<file path="src/rtl/adder_seq_pkg.sv">
// Shared types for the multi-precision add/subtract sequencer.
package adder_seq_pkg;

  localparam int unsigned WORD_W = 32;

  typedef enum logic [1:0] {
    IDLE,
    RUN,
    DONE
  } state_e;

  typedef logic [WORD_W-1:0] word_t;

endpackage

</file>
<file path="src/rtl/adder_word.sv">
// Combinational 32-bit a+b+cin stage wrapping the shared ripple-carry adder.
module adder_word
  import adder_seq_pkg::*;
(
  input  logic [WORD_W-1:0] a_i,
  input  logic [WORD_W-1:0] b_i,
  input  logic              cin_i,
  output logic [WORD_W-1:0] sum_o,
  output logic              cout_o
);

  assign {cout_o, sum_o} = {1'b0, a_i} + {1'b0, b_i} + {{WORD_W{1'b0}}, cin_i};

endmodule

</file>
<file path="src/rtl/adder_seq_ctrl.sv">
// Streams a WORDS x 32-bit add/subtract through one word adder, LSW first.
// Optional completed-operation counter: define ADDER_SEQ_STATS_EN.
module adder_seq_ctrl
  import adder_seq_pkg::*;
#(
  parameter int unsigned WORDS = 4
) (
  input  logic                    clk,
  input  logic                    rst,
  input  logic                    in_valid,
  output logic                    in_ready,
  input  logic                    in_sub,
  input  logic                    in_cin,
  input  logic [WORDS*WORD_W-1:0] in_a,
  input  logic [WORDS*WORD_W-1:0] in_b,
  output logic                    out_valid,
  input  logic                    out_ready,
  output logic [WORDS*WORD_W-1:0] out_sum,
  output logic                    out_cout,
  output logic                    out_of
`ifdef ADDER_SEQ_STATS_EN
  ,
  output logic [15:0]             ops_done
`endif
);

  localparam int unsigned OP_W  = WORDS * WORD_W;
  localparam int unsigned IDX_W = (WORDS > 1) ? $clog2(WORDS) : 1;
  localparam logic [IDX_W-1:0] LAST_IDX = IDX_W'(WORDS - 1);

  state_e           state_q;
  logic [OP_W-1:0]  a_q;
  logic [OP_W-1:0]  b_q;
  logic [OP_W-1:0]  sum_q;
  logic             sub_q;
  logic             carry_q;
  logic             valid_q;
  logic             cout_q;
  logic             of_q;
  logic [IDX_W-1:0] idx_q;
  logic [IDX_W-1:0] idx_d;

  word_t a_word;
  word_t b_word;
  word_t sum_word;
  logic  cout_word;
  logic  last_word;

  // Current word slice; B is inverted for subtract, the +1 comes from the initial carry.
  always_comb begin
    a_word    = a_q[idx_q*WORD_W +: WORD_W];
    b_word    = b_q[idx_q*WORD_W +: WORD_W] ^ {WORD_W{sub_q}};
    idx_d     = idx_q + IDX_W'(1);
    last_word = (idx_q == LAST_IDX);
  end

  adder_word u_adder_word (
    .a_i    (a_word),
    .b_i    (b_word),
    .cin_i  (carry_q),
    .sum_o  (sum_word),
    .cout_o (cout_word)
  );

  always_ff @(posedge clk) begin
    if (rst) begin
      state_q <= IDLE;
      a_q     <= '0;
      b_q     <= '0;
      sum_q   <= '0;
      sub_q   <= 1'b0;
      carry_q <= 1'b0;
      valid_q <= 1'b0;
      cout_q  <= 1'b0;
      of_q    <= 1'b0;
      idx_q   <= '0;
    end else begin
      case (state_q)
        IDLE: begin
          if (in_valid) begin
            a_q     <= in_a;
            b_q     <= in_b;
            sub_q   <= in_sub;
            carry_q <= in_sub | in_cin;
            idx_q   <= '0;
            state_q <= RUN;
          end
        end
        RUN: begin
          sum_q[idx_q*WORD_W +: WORD_W] <= sum_word;
          carry_q <= cout_word;
          idx_q   <= idx_d;
          // Final carry and sign overflow are captured from the MSW pass.
          if (last_word) begin
            cout_q  <= cout_word;
            of_q    <= (a_word[WORD_W-1] == b_word[WORD_W-1]) &&
                       (sum_word[WORD_W-1] != a_word[WORD_W-1]);
            valid_q <= 1'b1;
            state_q <= DONE;
          end
        end
        DONE: begin
          if (out_ready) begin
            valid_q <= 1'b0;
            state_q <= IDLE;
          end
        end
        default: state_q <= IDLE;
      endcase
    end
  end

  assign in_ready  = (state_q == IDLE) && !rst;
  assign out_valid = valid_q;
  assign out_sum   = sum_q;
  assign out_cout  = cout_q;
  assign out_of    = of_q;

`ifdef ADDER_SEQ_STATS_EN
  logic [15:0] ops_cnt_q;

  // Saturating count of output handshakes.
  always_ff @(posedge clk) begin
    if (rst) begin
      ops_cnt_q <= '0;
    end else if (valid_q && out_ready && (ops_cnt_q != 16'hFFFF)) begin
      ops_cnt_q <= ops_cnt_q + 16'd1;
    end
  end

  assign ops_done = ops_cnt_q;
`else
  // Statistics disabled: no completed-operation counter is built.
`endif

endmodule

</file>
<file path="config.mk">
export PLATFORM = sky130hd
export DESIGN_NAME = adder_seq_ctrl
export DESIGN_NICKNAME = d
export VERILOG_FILES = /design/src/rtl/adder_seq_pkg.sv /design/src/rtl/adder_word.sv /design/src/rtl/adder_seq_ctrl.sv
export SDC_FILE = /design/constraint.sdc
export NUM_CORES = 1
export LEC_CHECK = 0
export BUFFER_PORTS_ARGS = -buffer_cell sky130_fd_sc_hd__buf_2
export CORE_UTILIZATION = 35
export CTS_CLUSTER_DIAMETER = 30
export CTS_CLUSTER_SIZE = 25
export DETAILED_ROUTE_END_ITERATION = 8
export RECOVER_POWER = 50
export SLEW_MARGIN = 30
export SYNTH_ARGS = -nofsm -noshare
export SYNTH_HDL_FRONTEND = slang
export SYNTH_SLANG_ARGS = --single-unit
</file>
<file path="constraint.sdc">
create_clock -name clk -period 12.8 [get_ports clk]
set_clock_uncertainty 0.05 [all_clocks]
set_input_delay 2.56 -clock clk [delete_from_list [all_inputs] [get_ports clk]]
set_output_delay 2.56 -clock clk [all_outputs]
set_load 0.005 [all_outputs]
</file>
# Yosys cells after proc, flatten, opt, wreduce, memory -nomap -nowiden
# Cells that the tools add are included.
[classes]
n_addsub = 4
mul = 0
n_div = 0
order_cmp = 0
n_eq_ne = 8
shift = 4
n_mux = 12
n_bitwise = 2
reduce_logical = 11
[ops]
columns = ["op", "n"]
rows = [
  ["variable part select 128 x 8 -> 32 bit", 2],
  ["bitwise mux 128 bit", 1],
  ["variable shift 32 x 34 -> 128 bit, first input constant", 1],
  ["variable part select 32 x 34 -> 128 bit", 1],
  ["negation 7 -> 34 bit", 1],
  ["adder 32 x 32 -> 33 bit", 1],
  ["adder 33 x 1 -> 33 bit", 1],
  ["bitwise XOR 32 bit", 1],
  ["2-to-1 mux 2 bit", 4],
  ["!= test 2 bit, second input constant", 3],
  ["one-hot mux 2 bit (3 select lines)", 1],
  ["AND reduction 2 bit", 3],
  ["AND reduction 3 bit", 2],
  ["equality test 2 bit, second input constant", 2],
  ["one-hot mux 1 bit (2 select lines)", 2],
  ["one-hot mux 2 bit (2 select lines)", 1],
  ["nonzero test 2 bit", 2],
  ["2-to-1 mux 1 bit", 3],
  ["adder 2 x 1 -> 2 bit, second input constant", 1],
  ["equality test 2 x 1 -> 1 bit, second input constant", 1],
  ["logical AND 1 bit", 2],
  ["zero test 2 bit", 1],
  ["equality test 1 bit", 1],
  ["zero test 1 bit", 1],
  ["2 further kinds", 2],
]
[word_totals]
register_bits = 393
latchBits = 0
mem_bits_rw = 0
rom_bits = 0
elab_cells = 51
memories = 0

# Logic depth before layout (Yosys ltp)
# Gate-level depths: netlist (run 1).
[depth]
ltp_word = 6
depth_mapped = 14

# Hierarchy
# From an unflattened synthesis (run 1), not the netlist that was laid out.
[hier_totals]
cells_unflattened = 2024
area_unflattened_um2 = 17232.8
[by_module_without_submodules]
columns = ["mod", "instances", "cells_per_inst", "area_each_um2"]
rows = [
  ["adder_seq_ctrl", 1, 1787, 15518.6],
  ["adder_word", 1, 237, 1714.1],
]

# Least setup slack after synthesis (run 1)
# Ideal clock, no wire load.
[synth_path]
path_kind = "input-to-output"
startpoint = "input rst"
endpoint = "output in_ready"
t_arrival_ps = 3414
required_ps = 10190
slack_ps = 6776
path_stages = 4
cell_sequence = "clkbuf_1 clkbuf_1 clkbuf_1 nor3_1"
[synth_via]
elab_chain_cells = 2
[synth_lines]
columns = ["element", "line_no", "text"]
rows = [
  ["start: declaration", "adder_seq_ctrl.sv:9", "input logic rst,"],
  ["zero test 1 bit", "adder_seq_ctrl.sv:113", "assign in_ready = (state_q == IDLE) && !rst;"],
  ["logical AND 1 bit", "adder_seq_ctrl.sv:113", ""],
  ["end: declaration", "adder_seq_ctrl.sv:11", "output logic in_ready,"],
]
# No other way between the ends.

# Worst setup path in the final report (run 1)
# Ends and elaborated chain as after synthesis.

==> results of run 1 <==
worst max-delay path, delay by kind of cell:
family | cells | cell delay [ns]
and+or+nand+nor | 1 | 0.12
buffers and inverters | 2 | 3.61
cell type report:
cell class / count / area share
multi-input cells: 1395 / 0.3846
well taps: 615 / 0.03453
flip-flops and latches: 393 / 0.3535
inverters: 15 / 0.002527
diodes: 8 / 0.0008985
clock buffers: 110 / 0.1073
clock inverters: 44 / 0.02504
repair buffers: 412 / 0.09164
kinds of logic after synthesis:
logic type,Yosys count,synth area share
compound gates,528,0.1911
xor+xnor,51,0.02628
fa+ha+maj,39,0.02960
buf+inv,162,0.03710
flops,393,0.4629
mux,65,0.08540
simple gates,712,0.1676
power groups by stage:
stage | clock (W) | sequential (W) | combinational (W)
3_5_place_dp | 0 | 0.00134 | 0.000467
3_3_place_gp | 0 | 0.00134 | 0.000460
5_1_grt | 0.00230 | 0.00133 | 0.000511
6_report | 0.00221 | 0.00132 | 0.000469
2_1_floorplan | 0 | 0.00133 | 0.000303
4_1_cts | 0.00224 | 0.00132 | 0.000469
how the worst max path moves through the flow:
stage	from	endpoint	slack [ns]	cells after the start
2_1_floorplan	rst	in_ready	6.78	4
3_3_place_gp	rst	in_ready	6.89	3
3_5_place_dp	idx_q[0]	out_sum[26]	6.84	13
4_1_cts	idx_q[0]	out_sum[90]	6.81	13
5_1_grt	rst	in_ready	3.46	3
6_report	rst	in_ready	3.89	3
cell usage after synthesis, drive strengths merged, types with 12 or more instances:
cell type    n  area share
dfxtp      393        0.46
buf         27      0.0073
inv         15      0.0033
xnor2       12      0.0062
ha          37       0.027
nor2        69       0.015
clkbuf     120       0.027
nand2      570        0.13
mux4        64       0.085
o21ai       34       0.010
a21oi      307       0.091
a21o        25       0.011
a22o        65       0.033
a22oi       36       0.016
xor2        39       0.020
registers in the layout (all words and copies together) (netlist names):
name and count:
sub_q 1, carry_q 1, state_q 2, out_sum 128, out_valid 1, b_q 128, a_q 128, idx_q 2
out_cout 1, out_of 1
through the flow:
step / instances / total power, W / worst slack [ns] / cell area, sq um
after floorplan: 1950 / 0.001631 / 6.776 / 17000
after global placement: 2830 / 0.001802 / 6.887 / 19380
after CTS: 2984 / 0.004028 / 6.815 / 22360
after detailed placement: 2830 / 0.001811 / 6.841 / 19410
after global routing: 2985 / 0.004141 / 3.462 / 22260
final: 2992 / 0.003997 / 3.889 / 22280
placed cells by master (no fill, tap or decap), types with 11 or more instances in the layout:
cell type,n
nor2_1,69
xnor2_1,12
inv_1,15
a22o_1,65
a22oi_1,36
ha_1,37
a21oi_1,302
clkbuf_1,82
nand3_1,11
o21ai_0,28
clkbuf_16,84
clkinv_2,13
nor3_1,11
a21o_1,25
mux4_2,64
xor2_1,39
nand2_1,569
buf_2,317
clkbuf_8,19
dfxtp_1,390
buf_4,14
metal layers:
layer  vias up  wire (microns)
li1       7527               -
met4         4            1063
met1      7449           26990
met2       551           24590
met5         -              23
met3        81            3814
==> metrics.md, run 1 <==
| Metric | Value |
|---|---|
| CTS buffer count | slightly above 80 |
| Achievable frequency | approximately 0.11 GHz |
| Initial core utilization | 0.3552 |
| Maxcap violations | 1 |
| CP cell instances | clkbuf_1 -> nor3_1 -> buf_2 |
| Global Route met2 Usage | 0.3348 |
| Largest net degree at the start of global routing | 205 |
| Post-CTS Setup Repair Bufs | 0 |
| Vias | around 16000 |
| Share of post-route cells with drive strength above 1 | 0.2389 |
| WP data required | roughly 10 ns |
| DRT antenna net count | 0 |
| Syn avg cell area | between 8 and 9 sq um |
| Crit start category | primary input |
| Post-Synthesis Cell Area | 17000 sq um |
| Worst Path Arrival | 6.30 ns |
| Die W | around 220 microns |
| Cell Int Power | between 0.002 and 0.003 W |
| Comb power frac | 0.117 |
| Core area | between 40000 and 50000 sq um |
| Port Buf Inserts | between 300 and 400 |
| Cells on worst reg2reg path | 13 |
| Die area | between 40000 and 50000 sq um |
| Mapped Cells | 1950 |
| Final setup viols | 0 |
| EDFF count, synth | 0 |
| Vias per inst | ~5.2 |
| DR pass1 iterations | 5 |
| Setup slack, reg-to-reg | roughly 7.0 ns |
| Top Ports | 394 |
| Clock power share | 0.552 |
| Synthesis-to-finish area growth | 31.11% |
| Sequential Area | between 7000 and 8000 sq um |
| TNS Setup | 0 ns |
| Longest Clk Path Bufs | 3 |
| HP Class | register to register |
| Hold depth | 2 |
| CP max stage delay | around 3.3 ns |
| Synth unique cells | 63 |
| Sink Count | 393 |
| Min cycle time layout | a little under 9 ns |
| Synth Flop Type | dfxtp_1 |
| RSZ-0062 raised after global routing | no |
| Top Usage Layer GRT | met2 |
| Worst Max-Slew Pin Slew | ~4.8 ns |
| First-pass GRT wire length | approximately 86000 microns |
| Average routed wire per standard cell | approximately 19 microns |
| RR Endpoint | out_cout |
| Failing checks | max-capacitance violations, max-slew violations |
| Switching share of power | 0.2580 |
| Num rows | 80 |
| Worst-path clk slew | approximately 0.04 ns |
| Sequential power share | 0.331 |
| Flops & latches, synth | roughly 390 |
| Vias in the first global route | ~15000 |
| Area of the multi-input gates | roughly 8600 sq um |
| Crit path kind | primary input to output pin |
| Initial antenna violation count | 11 |
| Final period utilization | 0.6962 |
| Status | finished, violations left |
| Root Buffer | clkbuf_16 |
| Final RePlAce weighted congestion | 0.9258 |
| Post-synthesis sequential area ratio | 0.4629 |
| Hold_sp | b_q[98] |
| RR Startpoint | idx_q[0] |
| Worst hold margin | around 0.40 ns |
| Met1 Track Usage GR | 0.3149 |
| Critical-path top delay cell | clkbuf_1 |
| Met3 Use GR | 0.05184 |
| CTS H-Tree Depth | 3 |
| CP Max Fanout | roughly 100 |
| Clock Latency Late Sink | slightly above 0.6 ns |
| CTS resizes | 0 |
| Detailed Route Iter0 Violations | 1101 |
| Slew headroom | -2.192 |
| Remaining DRCs | 0 |
| WHS Endpoint | b_q[98] |
| Switching power | 0.001031 W |
| Final Max Slew Viols | approximately 110 |
| Die height | 222.4 microns |
| Grt ovf | 0 |
| FFs w/ async S/R, synth | 0 |
| Leakage | 9.425 nW |
| Layout Utilization | 0.4657 |
| Pwr dens | about 180 nW/um^2 |
| Final hold violations | 0 |
| Synth Net Count | ~2300 |
| Hpwl dp | approximately 40000 microns |
| Final #Nets | 2600 |
| Fillcell total | between 4000 and 5000 |
| Total GRT Usage | 0.2228 |
| CTS tree | done |
| Critical Path Sink Type | output pin |
| Yosys warns | 0 |
| Worst vdd ir | 0.1142 mV |
| CTS Hold Bufs | 0 |
| DRT Wirelength | approximately 56000 microns |
No activity file was read; power rests on OpenSTA's default activity.
==> inputs of run 2 (changes only) <==
ABC_AREA = 1   (was default)
clock period = 8.07 ns   (was 12.8 ns; I/O delays follow)
==> metrics.md, run 2 <==
| Metric | Value |
|---|---|
| Synth unique cells | 38 |
| Crit-path leading delay family | buffers and inverters |
| Most common cell after layout, fill and taps aside | nor2_1 |
| RR Endpoint | carry_q |
| CTS H-Tree Depth | 3 |
| RSZ-0062 raised after global routing | no |
| Post-synthesis sequential area ratio | 0.4297 |
| Leakage | roughly 10 nW |
| Clock Latency Late Sink | 0.61 ns |
| DR pass1 iterations | 5 |
| CTS Hold Bufs | 0 |
| Longest Clk Path Bufs | 3 |
| Status | finished, violations left |
| Sink Count | just under 400 |
| Grt ovf | 0 |
| CP Max Fanout | between 60 and 70 |
| CTS resizes | 0 |
| Worst Path Arrival | 6.33 ns |
| DRT Wirelength | roughly 65000 microns |
| Top-count cell post-synth | nor2_1 |
| First-pass GRT wire length | approximately 99000 microns |
| Final setup viols | 0 |
| Average routed wire per standard cell | 17.48 microns |
| WP data required | 8.51 ns |
| FFs w/ async S/R, synth | 0 |
| Fillcell total | approximately 5400 |
| Remaining DRCs | 0 |
| Top Ports | approximately 400 |
| Synthesis-to-finish area growth | 27.94% |
| Achievable frequency | around 0.17 GHz |
| Die area | 53240 sq um |
| Final #Nets | roughly 3300 |
| Total GRT Usage | 0.2405 |
| Num rows | 83 |
| Worst setup margin | roughly 2.2 ns |
| WHS Endpoint | out_sum[53] |
| Initial core utilization | 0.3555 |
| Critical-path top delay cell | clkbuf_1 |
| Yosys top cell by area | dfxtp_1 |
| Share of post-route cells with drive strength above 1 | 0.1704 |
| Cells on worst reg2reg path | 19 |
| Port Buf Inserts | just under 400 |
| Setup slack, reg-to-reg | between 2 and 2.5 ns |
| Final Max Slew Viols | between 100 and 150 |
| Pwr dens | about 310 nW/um^2 |
| Worst-path clk slew | 0.04 ns |
| Final RePlAce weighted congestion | around 0.90 |
| DRT antenna net count | 0 |
| Synth top area cells | dfxtp_1 (43%), nor2_1 (14%), o21ai_0 (10%), nand2_1 (9.0%), a21oi_1 (3.9%) |
| EDFF count, synth | 0 |
| Vias | about 19000 |
| WP buf/inv | 3 |
| Post-CTS Setup Repair Bufs | 0 |
| Worst vdd ir | ~0.17 mV |
| Hold_sp | out_sum[53] |
| Crit start category | register |
| Critical Path Sink Type | register |
| Synth Flop Type | dfxtp_1 |
| Most frequent cells in the layout | nor2_1 (693), nand2_1 (437), dfxtp_1 (391), o21ai_0 (380), buf_2 (314) |
| CP max stage delay | between 2 and 2.5 ns |
| Vias per inst | 5.038 |
| Antenna cells | 0 |
| Mapped Cells | around 2700 |
| Worst Max-Slew Pin Slew | 3.254 ns |
| CTS tree | done |
| Min cycle time layout | approximately 5.9 ns |
| Die W | approximately 230 microns |
| Top cell type's share of synthesized area | 0.4297 |
| Die height | 230.7 microns |
| CTS buffer count | 86 |
| Crit path kind | register to register |
| Final hold violations | 0 |
| Largest net degree at the start of global routing | about 170 |
| Maxcap violations | 2 |
| Flops & latches, synth | 393 |
| Failing checks | max-capacitance violations, max-slew violations |
| Core area | ~52000 sq um |
| Hold depth | 2 |
| Yosys warns | 0 |
| Syn avg cell area | 6.838 sq um |
| RR Startpoint | idx_q[1] |
| Detailed Route Iter0 Violations | 1351 |
| Cell mode on critical path | nand2_1 |
| Vias in the first global route | 17840 |
| Synth Net Count | 2979 |
| Root Buffer | clkbuf_16 |
| Post-synth top cells | nor2_1 (695), nand2_1 (437), dfxtp_1 (393) |
| Final period utilization | 0.7303 |
| HP Class | register to register |
| Hpwl dp | 46830 microns |
| Post-Synthesis Cell Area | around 18000 sq um |
| Slew headroom | -1.169 |
| CP cell instances | clkbuf_1 -> o21ai_0 -> o22ai_1 -> xor2_1 -> fa_1 -> inv_1 -> fa_1 -> nand3_1 -> nand3_1 -> nand2_1 -> nand2_1 -> nand2_1 -> nand2_2 -> nand2_1 -> nand2_1 -> nand3_1 -> nand3_1 -> o21ai_0 -> inv_1 |
| TNS Setup | 0 ns |
| Initial antenna violation count | 0 |
| DP Worst Slack | around 3.6 ns |
[run 2: cell families (layout without fill, tap and decap cells)]
family          Yosys count  in the layout  share of synthesized area
compound gates          612            612                     0.1751
xor+xnor                 47             47                    0.02412
fa+ha+maj                39             39                    0.02747
buf+inv                 323            709                    0.06949
flops                   393            393                     0.4297
simple gates           1264           1264                     0.2741
[run 2: how the worst max path moves through the flow]
stage,startpoint,endpoint,slack (ns),cells after the start
global route,idx_q[1],carry_q,1.86,19
CTS,idx_q[0],out_sum[47],3.63,16
finish,idx_q[1],carry_q,2.18,19
detailed placement,idx_q[0],out_sum[47],3.65,16
floorplan,rst,in_ready,4.19,3
global placement,idx_q[0],out_sum[47],3.72,16
[run 2: layout make-up]
type	count	area, sq um	share of cell area
Clock inverter	50	593.1	0.02532
Clock buffer	108	2379	0.1015
Timing Repair Buffer	411	2003	0.08551
Inverter	140	548.0	0.02339
Sequential cell	393	7873	0.3360
Multi-Input combinational cell	1962	9181	0.3919
Tap cell	680	850.8	0.03632
[run 2: worst register-to-register path, stage by stage, from the launching register on]
cell and delay [ns]:
dfxtp_1 0.33, clkbuf_1 2.28, o21ai_0 0.39, o22ai_1 0.37, xor2_1 0.22, fa_1 0.20
inv_1 0.08, fa_1 0.48, nand3_1 0.13, nand3_1 0.17, nand2_1 0.10, nand2_1 0.10
nand2_1 0.11, nand2_2 0.08, nand2_1 0.09, nand2_1 0.07, nand3_1 0.07, nand3_1 0.17
o21ai_0 0.21, inv_1 0.06
[run 2: power breakdown]
group | leakage (nW) | switching (W) | total [W] | internal (W)
combinational | 5.78 | 0.00103 | 0.00147 | 0.000436
sequential | 3.23 | 0.0000803 | 0.00216 | 0.00208
clock | 1.44 | 0.00111 | 0.00354 | 0.00243
total | 10.4 | 0.00222 | 0.00716 | 0.00495
[run 2: per-stage QoR]
step                cells  power [W]  hold WS (ns)  instance area, sq um    util
floorplan            2678   0.003111        0.3995                 18310       -
global placement     3586   0.003629        0.3984                 20560  0.3991
detailed placement   3586   0.003642        0.4032                 20560  0.3991
CTS                  3744   0.007203        0.4103                 23530  0.4568
global route         3744   0.007481        0.4273                 23430  0.4548
finish               3744   0.007165        0.4093                 23430  0.4548
[run 2: per-layer routing]
| metal | wire length, microns | GRT usage | part of all wire |
|---|---|---|---|
| met2 | 29230 | 0.3807 | 0.45 |
| met1 | 29510 | 0.3166 | 0.45 |
| met4 | 2592 | 0.1099 | 0.040 |
| met5 | 0 | 0 | 0 |
| met3 | 4125 | 0.04471 | 0.063 |
